===== src/rtl/fetch_stage_pkg.sv =====
// Shared CPU package: fetch FSM encoding, bubble word, opcode fields
// and the F/D bundle used by fetch_stage and its fd_latch.
package fetch_stage_pkg;

    typedef enum logic {
        S_IDLE = 1'b0,
        S_RUN  = 1'b1
    } fetch_state_e;

    localparam logic [31:0] NOP_WORD = 32'h0000_0000;

    // Major opcodes shared with next-PC and decode
    localparam logic [6:0] OP_LUI    = 7'b0110111;
    localparam logic [6:0] OP_AUIPC  = 7'b0010111;
    localparam logic [6:0] OP_JAL    = 7'b1101111;
    localparam logic [6:0] OP_JALR   = 7'b1100111;
    localparam logic [6:0] OP_BRANCH = 7'b1100011;
    localparam logic [6:0] OP_LOAD   = 7'b0000011;
    localparam logic [6:0] OP_STORE  = 7'b0100011;
    localparam logic [6:0] OP_OPIMM  = 7'b0010011;
    localparam logic [6:0] OP_OP     = 7'b0110011;
    localparam logic [6:0] OP_SYSTEM = 7'b1110011;

    typedef struct packed {
        logic [31:0] pc;
        logic [31:0] ir;
        logic        valid;
    } fd_t;

    function automatic fd_t fd_make(
        input logic [31:0] pc,
        input logic [31:0] ir,
        input logic        valid
    );
        fd_t r;
        r.pc    = pc;
        r.ir    = ir;
        r.valid = valid;
        return r;
    endfunction

endpackage


===== src/rtl/fetch_stage_fd_latch.sv =====
// F/D pipeline latch: 65-bit register with clear (bubble) over enable.
// Clear keeps the PC but replaces the instruction with the bubble word.
module fd_latch
    import fetch_stage_pkg::*;
#(
    parameter logic [31:0] NOP = NOP_WORD
) (
    input  logic clock,
    input  logic reset,
    input  logic i_en,
    input  logic i_clr,
    input  fd_t  i_d,
    output fd_t  o_q
);

    fd_t r_q;

    always_ff @(posedge clock or posedge reset) begin
        if (reset) begin
            r_q <= fd_make(32'h0, NOP, 1'b0);
        end else if (i_clr) begin
            r_q <= fd_make(i_d.pc, NOP, 1'b0);
        end else if (i_en) begin
            r_q <= i_d;
        end
    end

    assign o_q = r_q;

endmodule


===== src/rtl/fetch_stage.sv =====
// Fetch stage: PC register, start latch, imem address and F/D latch.
// Optional perf counters are built when FETCH_PERF_EN is defined.
module fetch_stage
    import fetch_stage_pkg::*;
#(
    parameter int          IMEM_AW = 12,
    parameter logic [31:0] NOP     = NOP_WORD
) (
    input  logic               clock,
    input  logic               reset,
    input  logic               start,
    input  logic [31:0]        pc_next,
    input  logic               stall,
    input  logic               flushJ,
    input  logic               flushB,
    output logic [IMEM_AW-1:0] imem_addr,
    input  logic [31:0]        imem_q,
    output logic [31:0]        pc,
    output logic               on,
    output logic [31:0]        fd_pc,
    output logic [31:0]        fd_ir,
    output logic               fd_valid,
    output logic               dx_squash
`ifdef FETCH_PERF_EN
    ,
    output logic [31:0]        perf_fetched,
    output logic [31:0]        perf_bubbles,
    output logic [31:0]        perf_stalls
`endif
);

    fetch_state_e r_state;
    fetch_state_e w_state_next;
    logic [31:0]  r_pc;
    logic         r_dx_squash;
    logic         w_run;
    logic         w_flush;
    logic         w_fd_en;
    logic         w_fd_clr;
    fd_t          w_fd_d;
    fd_t          w_fd_q;

    always_ff @(posedge clock or posedge reset) begin
        if (reset) begin
            r_state <= S_IDLE;
        end else begin
            r_state <= w_state_next;
        end
    end

    always_comb begin
        w_state_next = r_state;
        case (r_state)
            S_IDLE:  if (start) w_state_next = S_RUN;
            S_RUN:   w_state_next = S_RUN;
            default: w_state_next = S_IDLE;
        endcase
    end

    assign w_run    = (r_state == S_RUN);
    assign w_flush  = flushJ | flushB;
    assign w_fd_clr = w_run & w_flush;
    assign w_fd_en  = w_run & ~stall;
    assign w_fd_d   = fd_make(r_pc, imem_q, 1'b1);

    // ROM registers this address, so its data lines up with r_pc
    assign imem_addr = w_run ? pc_next[IMEM_AW-1:0] : '0;

    always_ff @(posedge clock or posedge reset) begin
        if (reset) begin
            r_pc        <= 32'h0;
            r_dx_squash <= 1'b0;
        end else if (w_run) begin
            r_pc        <= pc_next;
            r_dx_squash <= flushB;
        end else begin
            r_pc        <= 32'h0;
            r_dx_squash <= 1'b0;
        end
    end

    fd_latch #(
        .NOP (NOP)
    ) u_fd (
        .clock (clock),
        .reset (reset),
        .i_en  (w_fd_en),
        .i_clr (w_fd_clr),
        .i_d   (w_fd_d),
        .o_q   (w_fd_q)
    );

    assign pc        = r_pc;
    assign on        = w_run;
    assign fd_pc     = w_fd_q.pc;
    assign fd_ir     = w_fd_q.ir;
    assign fd_valid  = w_fd_q.valid;
    assign dx_squash = r_dx_squash;

`ifdef FETCH_PERF_EN
    logic [31:0] r_perf_fetched;
    logic [31:0] r_perf_bubbles;
    logic [31:0] r_perf_stalls;

    always_ff @(posedge clock or posedge reset) begin
        if (reset) begin
            r_perf_fetched <= 32'h0;
            r_perf_bubbles <= 32'h0;
            r_perf_stalls  <= 32'h0;
        end else if (w_run) begin
            if (w_flush) begin
                r_perf_bubbles <= r_perf_bubbles + 32'd1;
            end else if (stall) begin
                r_perf_stalls <= r_perf_stalls + 32'd1;
            end else begin
                r_perf_fetched <= r_perf_fetched + 32'd1;
            end
        end
    end

    assign perf_fetched = r_perf_fetched;
    assign perf_bubbles = r_perf_bubbles;
    assign perf_stalls  = r_perf_stalls;
`endif

endmodule


===== config.mk =====
export PLATFORM = sky130hd
export DESIGN_NAME = fetch_stage
export DESIGN_NICKNAME = d
export VERILOG_FILES = /design/src/rtl/fetch_stage_pkg.sv /design/src/rtl/fetch_stage_fd_latch.sv /design/src/rtl/fetch_stage.sv
export SDC_FILE = /design/constraint.sdc
export NUM_CORES = 1
export LEC_CHECK = 0
export CELL_PAD_IN_SITES_DETAIL_PLACEMENT = 2
export CELL_PAD_IN_SITES_GLOBAL_PLACEMENT = 2
export CORE_MARGIN = 2
export CORE_UTILIZATION = 25
export CTS_CLUSTER_SIZE = 16
export DETAILED_ROUTE_END_ITERATION = 8
export PLACE_DENSITY_LB_ADDON = 0.1
export SYNTH_ARGS = -nofsm -noshare
export SYNTH_HDL_FRONTEND = slang
export SYNTH_SLANG_ARGS = --single-unit

===== constraint.sdc =====
create_clock -name clock -period 3.25 [get_ports clock]
set_input_delay 0.65 -clock clock [delete_from_list [all_inputs] [get_ports clock]]
set_output_delay 0.65 -clock clock [all_outputs]
set_load 0.03 [all_outputs]

==> results of run 1 <==
-- layout make-up --
| type | count | area, um^2 | share of cell area [%] |
|---|---|---|---|
| inverters | 1 | 6.256 | 0.08646 |
| flip-flops and latches | 99 | 2481 | 34.29 |
| well taps | 265 | 331.6 | 4.582 |
| repair buffers | 191 | 1882 | 26.01 |
| clock buffers | 10 | 239.0 | 3.303 |
| multi-input cells | 294 | 2225 | 30.75 |
| clock inverters | 6 | 71.32 | 0.9856 |
-- layer usage --
metal  track usage [%]  up-vias  part of all wire [%]
met2             25.69      119                    46
li1                  -     1896                     -
met5                 0        -                     0
met1             22.56     2131                    45
met4             5.110        0                   1.7
met3             4.801       16                   6.5
-- flip-flops by register name (all words and copies together), names as in the netlist --
name	flops
on	1
u_fd.o_q	65
dx_squash	1
pc	32
-- tightest hold or removal path, delay by kind of cell, from the launching register on --
family | cells | cell delay [ns]
DFF | 1 | 0.37
and+or+nand+nor | 1 | 0.07
AOI/OAI and AO/OA | 1 | 0.05
-- metrics by stage --
stage	hold WS, ns	instance area (um^2)	instances	total power, mW
4_1_cts	0.5388	7236	866	3.152
2_1_floorplan	0.6847	4927	443	1.671
3_5_place_dp	0.5207	6925	850	1.983
3_3_place_gp	0.5043	6925	850	1.972
6_report	0.5297	7236	866	3.093
5_1_grt	0.5532	7236	866	3.241
-- power by group through the flow --
stage	Clock (mW)	Combinational, mW	Sequential [mW]
6_report	1.15	0.600	1.35
5_1_grt	1.24	0.643	1.36
4_1_cts	1.19	0.614	1.35
3_5_place_dp	0	0.610	1.37
3_3_place_gp	0	0.604	1.37
2_1_floorplan	0	0.177	1.49
-- cell usage in the layout (no fill, tap or decap), drive strengths merged --
master         count
clkinv             2
o211ai            64
buf               14
nand2             32
inv                3
bufinv             1
nor2b              1
and2              33
a2bb2oi            1
nand2b            64
nand3b            32
clkinvlp           1
nand4bb           64
nor3b              1
clkdlybuf4s50    177
dfrtp             99
or2                2
clkbuf            10
-- worst min-delay path by stage --
stage            startpoint      endpoint  slack [ns]  depth (start not counted)
5_1_grt        u_fd.o_q[36]  u_fd.o_q[36]        0.55                          2
4_1_cts        u_fd.o_q[36]  u_fd.o_q[36]        0.54                          2
6_report       u_fd.o_q[37]  u_fd.o_q[37]        0.53                          2
3_3_place_gp   u_fd.o_q[37]  u_fd.o_q[37]        0.50                          2
2_1_floorplan        pc[25]  u_fd.o_q[58]        0.68                          2
3_5_place_dp   u_fd.o_q[37]  u_fd.o_q[37]        0.52                          2
-- cells by family (layout without fill, tap and decap cells) --
group                  Yosys count  in the layout  synth area share [%]
DFF                             99             99                 50.28
AOI/OAI and AO/OA               65             65                 10.13
and+or+nand+nor                229            229                 35.02
buffers and inverters           50            208                 4.571
==> impl_metrics.csv, run 1 <==
group,metric,value,unit
sta,period_minus_slack,2.606,ns
critical_path,r2r_end,"u_fd.o_q[3]",
logic_synthesis,post-synth-top-count-cell,"dfrtp_1",
sta,clock.fmax,383.7,MHz
sta,worst_pin_slew,0.7597,ns
clock_network,clkSinkCount,99,
sta,slew_violations,0,
sta,finalCritPeriodShare,80.19,%
logic_synthesis,syn_area,4927,um^2
clock_network,cts-root-buf,"clkbuf_16",
cells_and_area,area_growth,46.85,%
logic_synthesis,synth_common_cells,"99 x dfrtp_1, 64 x nand2b_1, 64 x nand4bb_1",
critical_path,r2r_start,"on",
floorplan,die_w,144.4,um
clock_network,post-cts-setup-buffers,0,
global_routing,grt_max_degree,71,
global_routing,grt_pass1_wl,26.93,mm
pwr,power.internal,2.201,mW
logic_synthesis,syn_inst,443,
place,io_buffers,180,
clock_network,hold_buffers,0,
logic_synthesis,syn_area_per_cell,11.12,um^2
logic_synthesis,yosysUniqueCellTypes,18,
critical_path,path_depth,3,
critical_path,rrSetupSlack,1.55,ns
sta,setup_ws,0.6438,ns
clock_network,cts_max_path_buffers,2,
clock_network,cts_made_buffers,9,
clock_network,cts_tree,"built",
floorplan,row_count,51,
pwr,peakVddDrop,0.3087,mV
logic_synthesis,ys_seq_area_share,50.28,%
logic_synthesis,synth_top_area_share,50.28,%
sta,max_slew_margin,49.35,%
floorplan,die_h,144.4,um
pwr,p_sw_share,28.85,%
critical_path,worstRegToRegCells,3,
logic_synthesis,synth_edf_count,0,
route,avgRoutedWirePerCell,19.41,um
cells_and_area,diodes,0,
cells_and_area,post-route-util,37.30,%
global_routing,antenna_found_initial,0,
clock_network,ctsResizeCount,0,
logic_synthesis,yosysTopAreaCell,"dfrtp_1",
sta,rsz0062_at_grt,"no",
route,dr.pass1.iters,4,
critical_path,worstSetupStartpointType,"input port",
job,cap_violations,0,
sta,finClkSkew,0.008649,ns
place,gp_routability_congestion,0.7375,
floorplan,floorplan.initialDensity,25.40,%
logic_synthesis,ys.flop_type,"dfrtp_1",
global_routing,grt_pass1_vias,4627,
critical_path,crit_path_max_incr_delay,0.69,ns
critical_path,crit_required,2.60,ns
global_routing,overflow,0,
critical_path,crit_path_cell_trace,"clkdlybuf4s50_1 -> and2_1 -> clkdlybuf4s50_1",
logic_synthesis,synth_seq_cells,99,
critical_path,crit_path_max_fanout,2,
floorplan,dieArea,20850,um^2
logic_synthesis,synth-async-reset-ratio,100.0,%
clock_network,worstSkewPairLatency,0.35,ns
place,place_ws,0.6443,ns
critical_path,startpoint,"pc_next[4]",
cells_and_area,fillCellCount,2079,
route,via_per_inst,4.806,
pwr,power_frac_clock,37.0,%
place,hpwlAfterDp,10.84,mm
cells_and_area,drive_above_1_share,5.990,%
route,drtIter0Drc,119,
logic_synthesis,ys_warn_count,0,
clock_network,htreeDepth,3,
pwr,cellLeakagePower,2.720,nW
critical_path,path_common_cell,"clkdlybuf4s50_1",
logic_synthesis,synthTopCellsByArea,"dfrtp_1 50%, nand4bb_1 15%, o211ai_1 9.4%, nand2b_1 8.1%, nand3b_1 4.9%",
pwr,pwr_density_cell,427.5,nW/um^2
sta,finalSetupViolCount,0,
critical_path,crit_path_end,"imem_addr[4]",
route,num_vias,4162,
pwr,sequentialPowerShare,43.6,%
pwr,combPwrFrac,19.4,%
pwr,p_switching,892.4,uW
critical_path,arrival,1.96,ns
floorplan,core_area,19400,um^2
route,ant_nets,0,
critical_path,critical_path_class,"input port to output pin",
critical_path,slowest_stage,"clkdlybuf4s50_1",
logic_synthesis,synth_nets,513,
min_path,hp-class,"flip-flop to flip-flop",
cells_and_area,finalNetCount,666,
global_routing,grt_usage,16.63,%
status,outcome,"finished, final reports clean",
critical_path,cp_top_family,"buffers and inverters",
clock_network,path_clk_slew,0.07,ns
sta,hold_viol,0,
critical_path,path_buf_inv,2,
sta,fin_tns_setup,0,ns
floorplan,ios,181,
route,drc_errors,0,
critical_path,endpoint_kind,"output pin",
route,wl,16.81,mm
(Power assumes the default switching activity.)
==> inputs of run 2 (changes only) <==
CORE_UTILIZATION = 27   (was 25)
clock period = 2.56 ns   (was 3.25 ns; I/O delays follow)
==> run 2 against run 1 <==
Against the previous run:
- sequential power rose by 27%
- combinational power grew 29%
- non-clock buffer count rose by 5
- largest cell class unchanged
- largest power group unchanged
==> impl_metrics.csv, run 2 (same netlist as run 1, synthesis figures left out) <==
group,metric,value,unit
route,num_vias,4160,
clock_network,worstSkewPairLatency,0.34,ns
place,postPlaceCellArea,6962,um^2
critical_path,path_buf_inv,2,
route,wl,16.49,mm
cells_and_area,largest_register_ffs,65,
global_routing,grt_max_degree,125,
clock_network,cts_tree,"built",
critical_path,crit_required,2.05,ns
cells_and_area,final_common_cell,"clkdlybuf4s50_1",
route,avgRoutedWirePerCell,19.75,um
place,gp_routability_congestion,0.7135,
global_routing,antenna_found_initial,0,
global_routing,grt_usage,17.52,%
critical_path,rrSetupSlack,1.08,ns
route,wl_met3,1.062,mm
clock_network,path_clk_slew,0.07,ns
clock_network,cts_made_buffers,9,
pwr,finalPower,3.792,mW
place,hpwlAfterDp,10.91,mm
clock_network,cts-root-buf,"clkbuf_16",
sta,clock.fmax,427.3,MHz
sta,worst_pin_slew,0.6418,ns
sta,finalSetupViolCount,0,
floorplan,ios,181,
cells_and_area,fillCellCount,1868,
critical_path,critical_path_class,"input port to output pin",
pwr,pwr_density_cell,523.4,nW/um^2
place,io_buffers,180,
min_path,min_path_cells,2,
route,wl_met1,7.238,mm
clock_network,ctsResizeCount,0,
critical_path,worstSetupStartpointType,"input port",
clock_network,cts_max_path_buffers,2,
global_routing,grt_pass1_vias,4649,
critical_path,r2r_start,"on",
sta,finClkSkew,0.004676,ns
min_path,worstHoldStart,"u_fd.o_q[37]",
floorplan,dieArea,19350,um^2
pwr,cellLeakagePower,2.741,nW
cells_and_area,final_cells,835,
clock_network,htreeDepth,3,
route,dr.pass1.iters,4,
cells_and_area,finalNetCount,671,
route,highest_layer,"met4",
critical_path,crit_path_max_fanout,2,
critical_path,arrival,1.83,ns
cells_and_area,diodes,0,
sta,hold_viol,0,
cells_and_area,drive_above_1_share,6.436,%
critical_path,slowest_stage,"clkdlybuf4s50_1",
route,drtIter0Drc,138,
pwr,peakVddDrop,0.4179,mV
critical_path,crit_path_max_incr_delay,0.70,ns
cells_and_area,fin_area,7246,um^2
critical_path,worstRegToRegCells,3,
job,cap_violations,0,
floorplan,floorplan.initialDensity,27.43,%
sta,period_minus_slack,2.340,ns
clock_network,hold_buffers,0,
critical_path,crit_path_cell_trace,"clkdlybuf4s50_1 -> and2_1 -> clkdlybuf4s50_1",
place,placed_cells,818,
sta,rsz0062_at_grt,"no",
critical_path,cp_top_family,"buffers and inverters",
critical_path,r2r_end,"u_fd.o_q[27]",
route,dr_wl_met2,7.977,mm
floorplan,die_w,139.1,um
floorplan,row_count,49,
sta,finalCritPeriodShare,91.41,%
global_routing,overflow,0,
route,via_per_inst,4.982,
global_routing,grt_pass1_wl,27.20,mm
route,drc_errors,0,
critical_path,path_common_cell,"clkdlybuf4s50_1",
status,outcome,"finished, final reports clean",
clock_network,clkSinkCount,99,
clock_network,post-cts-setup-buffers,0,
sta,fin_tns_setup,0,ns
min_path,hp-class,"flip-flop to flip-flop",
floorplan,core_area,17960,um^2
cells_and_area,final_cell_mix,"177 x clkdlybuf4s50_1, 98 x dfrtp_1, 64 x nand4bb_1, 64 x nand2b_1, 62 x o211ai_1",
sta,max_slew_margin,57.12,%
route,ant_nets,0,
min_path,min_to,"u_fd.o_q[37]",
critical_path,endpoint_kind,"output pin",
cells_and_area,area_growth,47.05,%
sta,slew_violations,0,
floorplan,die_h,139.1,um
-- run 2: changes by cell type in the layout (fill, tap and decap cells not counted), sizes merged --
cell      change
bufinv        -1
clkbuf        +2
clkinvlp      +1
inv           -3
buf           +5
clkinv        +1
-- run 2: layout make-up --
cell class                 count  area, um^2  area share [%]
tap                          229       286.5           3.954
sequential                    99        2481           34.24
clock inverter                 4       26.28          0.3626
multi-input combinational    294        2225           30.70
timing repair buffer         196        1973           27.23
inverter                       1       7.507          0.1036
clock buffer                  12       246.5           3.402
-- run 2: where the power goes --
part	switching, mW	internal [mW]	total, mW
clock network	0.619	0.687	1.31
registers	0.0638	1.65	1.71
logic	0.414	0.362	0.776
total	1.10	2.70	3.79
-- run 2: how the worst max path moves through the flow --
| stage | start | to | slack, ns | cells after the start |
|---|---|---|---|---|
| 6_report | pc_next[11] | imem_addr[11] | 0.22 | 3 |
| 5_1_grt | on | imem_addr[8] | 0.14 | 2 |
| 4_1_cts | on | imem_addr[9] | 0.05 | 2 |
| 3_5_place_dp | pc_next[9] | imem_addr[9] | 0.22 | 3 |
| 3_3_place_gp | pc_next[0] | imem_addr[0] | 0.28 | 3 |
| 2_1_floorplan | on | imem_addr[11] | 0.74 | 3 |
-- run 2: layer usage --
metal / vias up / GRT usage, %
li1: 1904 / -
met1: 2127 / 23.16
met2: 120 / 28.13
met3: 9 / 5.490
met4: 0 / 4.200
met5: - / 0
-- run 2: metrics by stage --
| stage | utilization (%) | setup WS (ns) | hold slack [ns] |
|---|---|---|---|
| floorplan | - | 0.7409 | 0.6213 |
| global placement | 38.75 | 0.2841 | 0.5051 |
| detailed placement | 38.75 | 0.2226 | 0.5228 |
| CTS | 40.27 | 0.04536 | 0.5407 |
| global route | 40.34 | 0.1381 | 0.5726 |
| finish | 40.34 | 0.2199 | 0.5392 |
-- run 2: tightest hold or removal path: cells and delay by family, from the launching register on --
kind | cells | cell delay, ns
flip-flops | 1 | 0.37
AO/OA/AOI/OAI | 1 | 0.06
AND/OR/NAND/NOR | 1 | 0.08
==> inputs of run 3 (changes only) <==
CAP_MARGIN = 15   (was not set)
GPL_TIMING_DRIVEN = 0   (was not set)
==> run 3 against run 2 <==
Against the previous run:
- total power rose by 3.8%
- sequential power about the same
- maximum frequency shrank 1.7%
- flip-flop and latch count unchanged
- core utilization is 0.61 points higher
- clock power grew 11%
- final cell count rose by 4.2%
- global-route usage is 1.8 points higher
- design area is 1.5% higher
- register-to-register slack got worse by 0.05 ns
- largest power group unchanged
- critical endpoint is now imem_addr[0]
==> impl_metrics.csv, run 3 (same netlist as run 1, synthesis figures left out) <==
group,metric,value,unit
status,outcome,"finished, final reports clean",
clock_network,cts-root-buf,"clkbuf_16",
route,drtIter0Drc,99,
cells_and_area,finalNetCount,706,
global_routing,grt_max_degree,39,
floorplan,die_h,139.1,um
clock_network,worstSkewPairLatency,0.36,ns
global_routing,grt_pass1_wl,29.77,mm
sta,fin_tns_setup,0,ns
route,highest_layer,"met4",
sta,slew_violations,0,
route,dr_wl_met2,8.923,mm
critical_path,crit_path_max_incr_delay,0.42,ns
route,wl_met1,8.006,mm
cells_and_area,diodes,0,
route,avgRoutedWirePerCell,20.86,um
sta,finClkSkew,0.01426,ns
sta,clock.fmax,420.0,MHz
route,ant_nets,0,
global_routing,grt_pass1_vias,5108,
sta,rsz0062_at_grt,"no",
critical_path,crit_required,2.05,ns
clock_network,cts_max_path_buffers,2,
route,wl_met3,1.024,mm
critical_path,slowest_stage,"dlygate4sd2_1",
critical_path,endpoint_kind,"output pin",
place,postPlaceCellArea,7059,um^2
sta,hold_viol,0,
global_routing,grt_usage,19.31,%
sta,setup_ws,0.1792,ns
clock_network,clkSinkCount,99,
pwr,finalPower,3.935,mW
critical_path,path_buf_inv,3,
pwr,peakVddDrop,0.3009,mV
pwr,cellLeakagePower,2.791,nW
sta,period_minus_slack,2.381,ns
place,gp_routability_congestion,0.7241,
critical_path,critical_path_class,"flip-flop to output pin",
cells_and_area,area_growth,49.29,%
place,place_ws,0.01035,ns
sta,worst_pin_slew,0.7784,ns
cells_and_area,final_common_cell,"clkdlybuf4s50_1",
pwr,pwr_density_cell,535.0,nW/um^2
critical_path,crit_path_max_fanout,10,
cells_and_area,final_cell_mix,"168 x clkdlybuf4s50_1, 99 x dfrtp_1, 64 x nand4bb_1, 64 x nand2b_1, 62 x o211ai_1",
route,wl,18.15,mm
cells_and_area,fin_area,7356,um^2
floorplan,floorplan.initialDensity,27.43,%
clock_network,cts_tree,"built",
place,io_buffers,180,
floorplan,ios,181,
clock_network,htreeDepth,3,
route,via_per_inst,4.969,
floorplan,row_count,49,
sta,hold_ws,0.5404,ns
sta,max_slew_margin,48.00,%
route,dr.pass1.iters,4,
floorplan,dieArea,19350,um^2
global_routing,overflow,0,
route,drc_errors,0,
sta,finalSetupViolCount,0,
clock_network,path_clk_slew,0.07,ns
clock_network,hold_buffers,0,
sta,finalCritPeriodShare,93.00,%
critical_path,cp_top_family,"buffers and inverters",
clock_network,cts_made_buffers,9,
global_routing,antenna_found_initial,0,
floorplan,core_area,17960,um^2
cells_and_area,largest_register_ffs,65,
cells_and_area,drive_above_1_share,6.240,%
critical_path,arrival,1.87,ns
min_path,hp-class,"flip-flop to flip-flop",
critical_path,crit_path_cell_trace,"buf_2 -> clkbuf_2 -> and2_1 -> dlygate4sd2_1",
place,hpwlAfterDp,12.96,mm
job,cap_violations,0,
floorplan,die_w,139.1,um
route,num_vias,4323,
critical_path,worstSetupStartpointType,"flip-flop",
## run 3: routing by layer
| layer | up-vias | GRT usage, % |
|---|---|---|
| met4 | 0 | 4.785 |
| met3 | 12 | 5.214 |
| met2 | 116 | 32.51 |
| met5 | - | 0 |
| li1 | 1983 | - |
| met1 | 2212 | 24.74 |
## run 3: layout make-up
class,instances,area [um^2]
Fill cell,1906,10610
Sequential cell,99,2477
Multi-Input combinational cell,294,2225
Tap cell,229,286.5
Buffer,49,230.2
Timing Repair Buffer,182,1827
Clock inverter,6,73.82
Inverter,1,7.507
Clock buffer,10,229.0
## run 3: where the power goes
group | leakage (nW) | switching (mW) | internal, mW
clock network | 0.141 | 0.678 | 0.773
registers | 1.22 | 0.0664 | 1.65
logic | 1.43 | 0.416 | 0.356
## run 3: per-stage QoR
stage	cells	util [%]
finish	870	40.95
global route	870	40.95
CTS	870	40.95
detailed placement	854	39.30
global placement	852	39.07
floorplan	443	-
## run 3: final timing paths
check | startpoint | to | slack [ns] | cells past startpoint
worst max-delay path | on | imem_addr[0] | 0.18 | 4
worst min-delay path | u_fd.o_q[30] | u_fd.o_q[30] | 0.54 | 2
worst max register to register | on | u_fd.o_q[4] | 1.03 | 4
worst min register to register | u_fd.o_q[30] | u_fd.o_q[30] | 0.54 | 2
max in group asynchronous | reset | u_fd.o_q[61] | 1.25 | 3
min in group asynchronous | reset | u_fd.o_q[26] | 0.64 | 2
## run 3: what timing repair did
item / 4_1_cts / 5_1_grt
buffers inserted: 0 / 0
resized for setup: 17 / 0
endpoints found under the setup margin: 12 / 0
## run 3: worst register-to-register path, stage by stage (launching register included)
cell	delay (ns)
dfrtp_1	0.37
buf_2	0.27
clkbuf_1	0.47
nand3b_1	0.15
o211ai_1	0.20
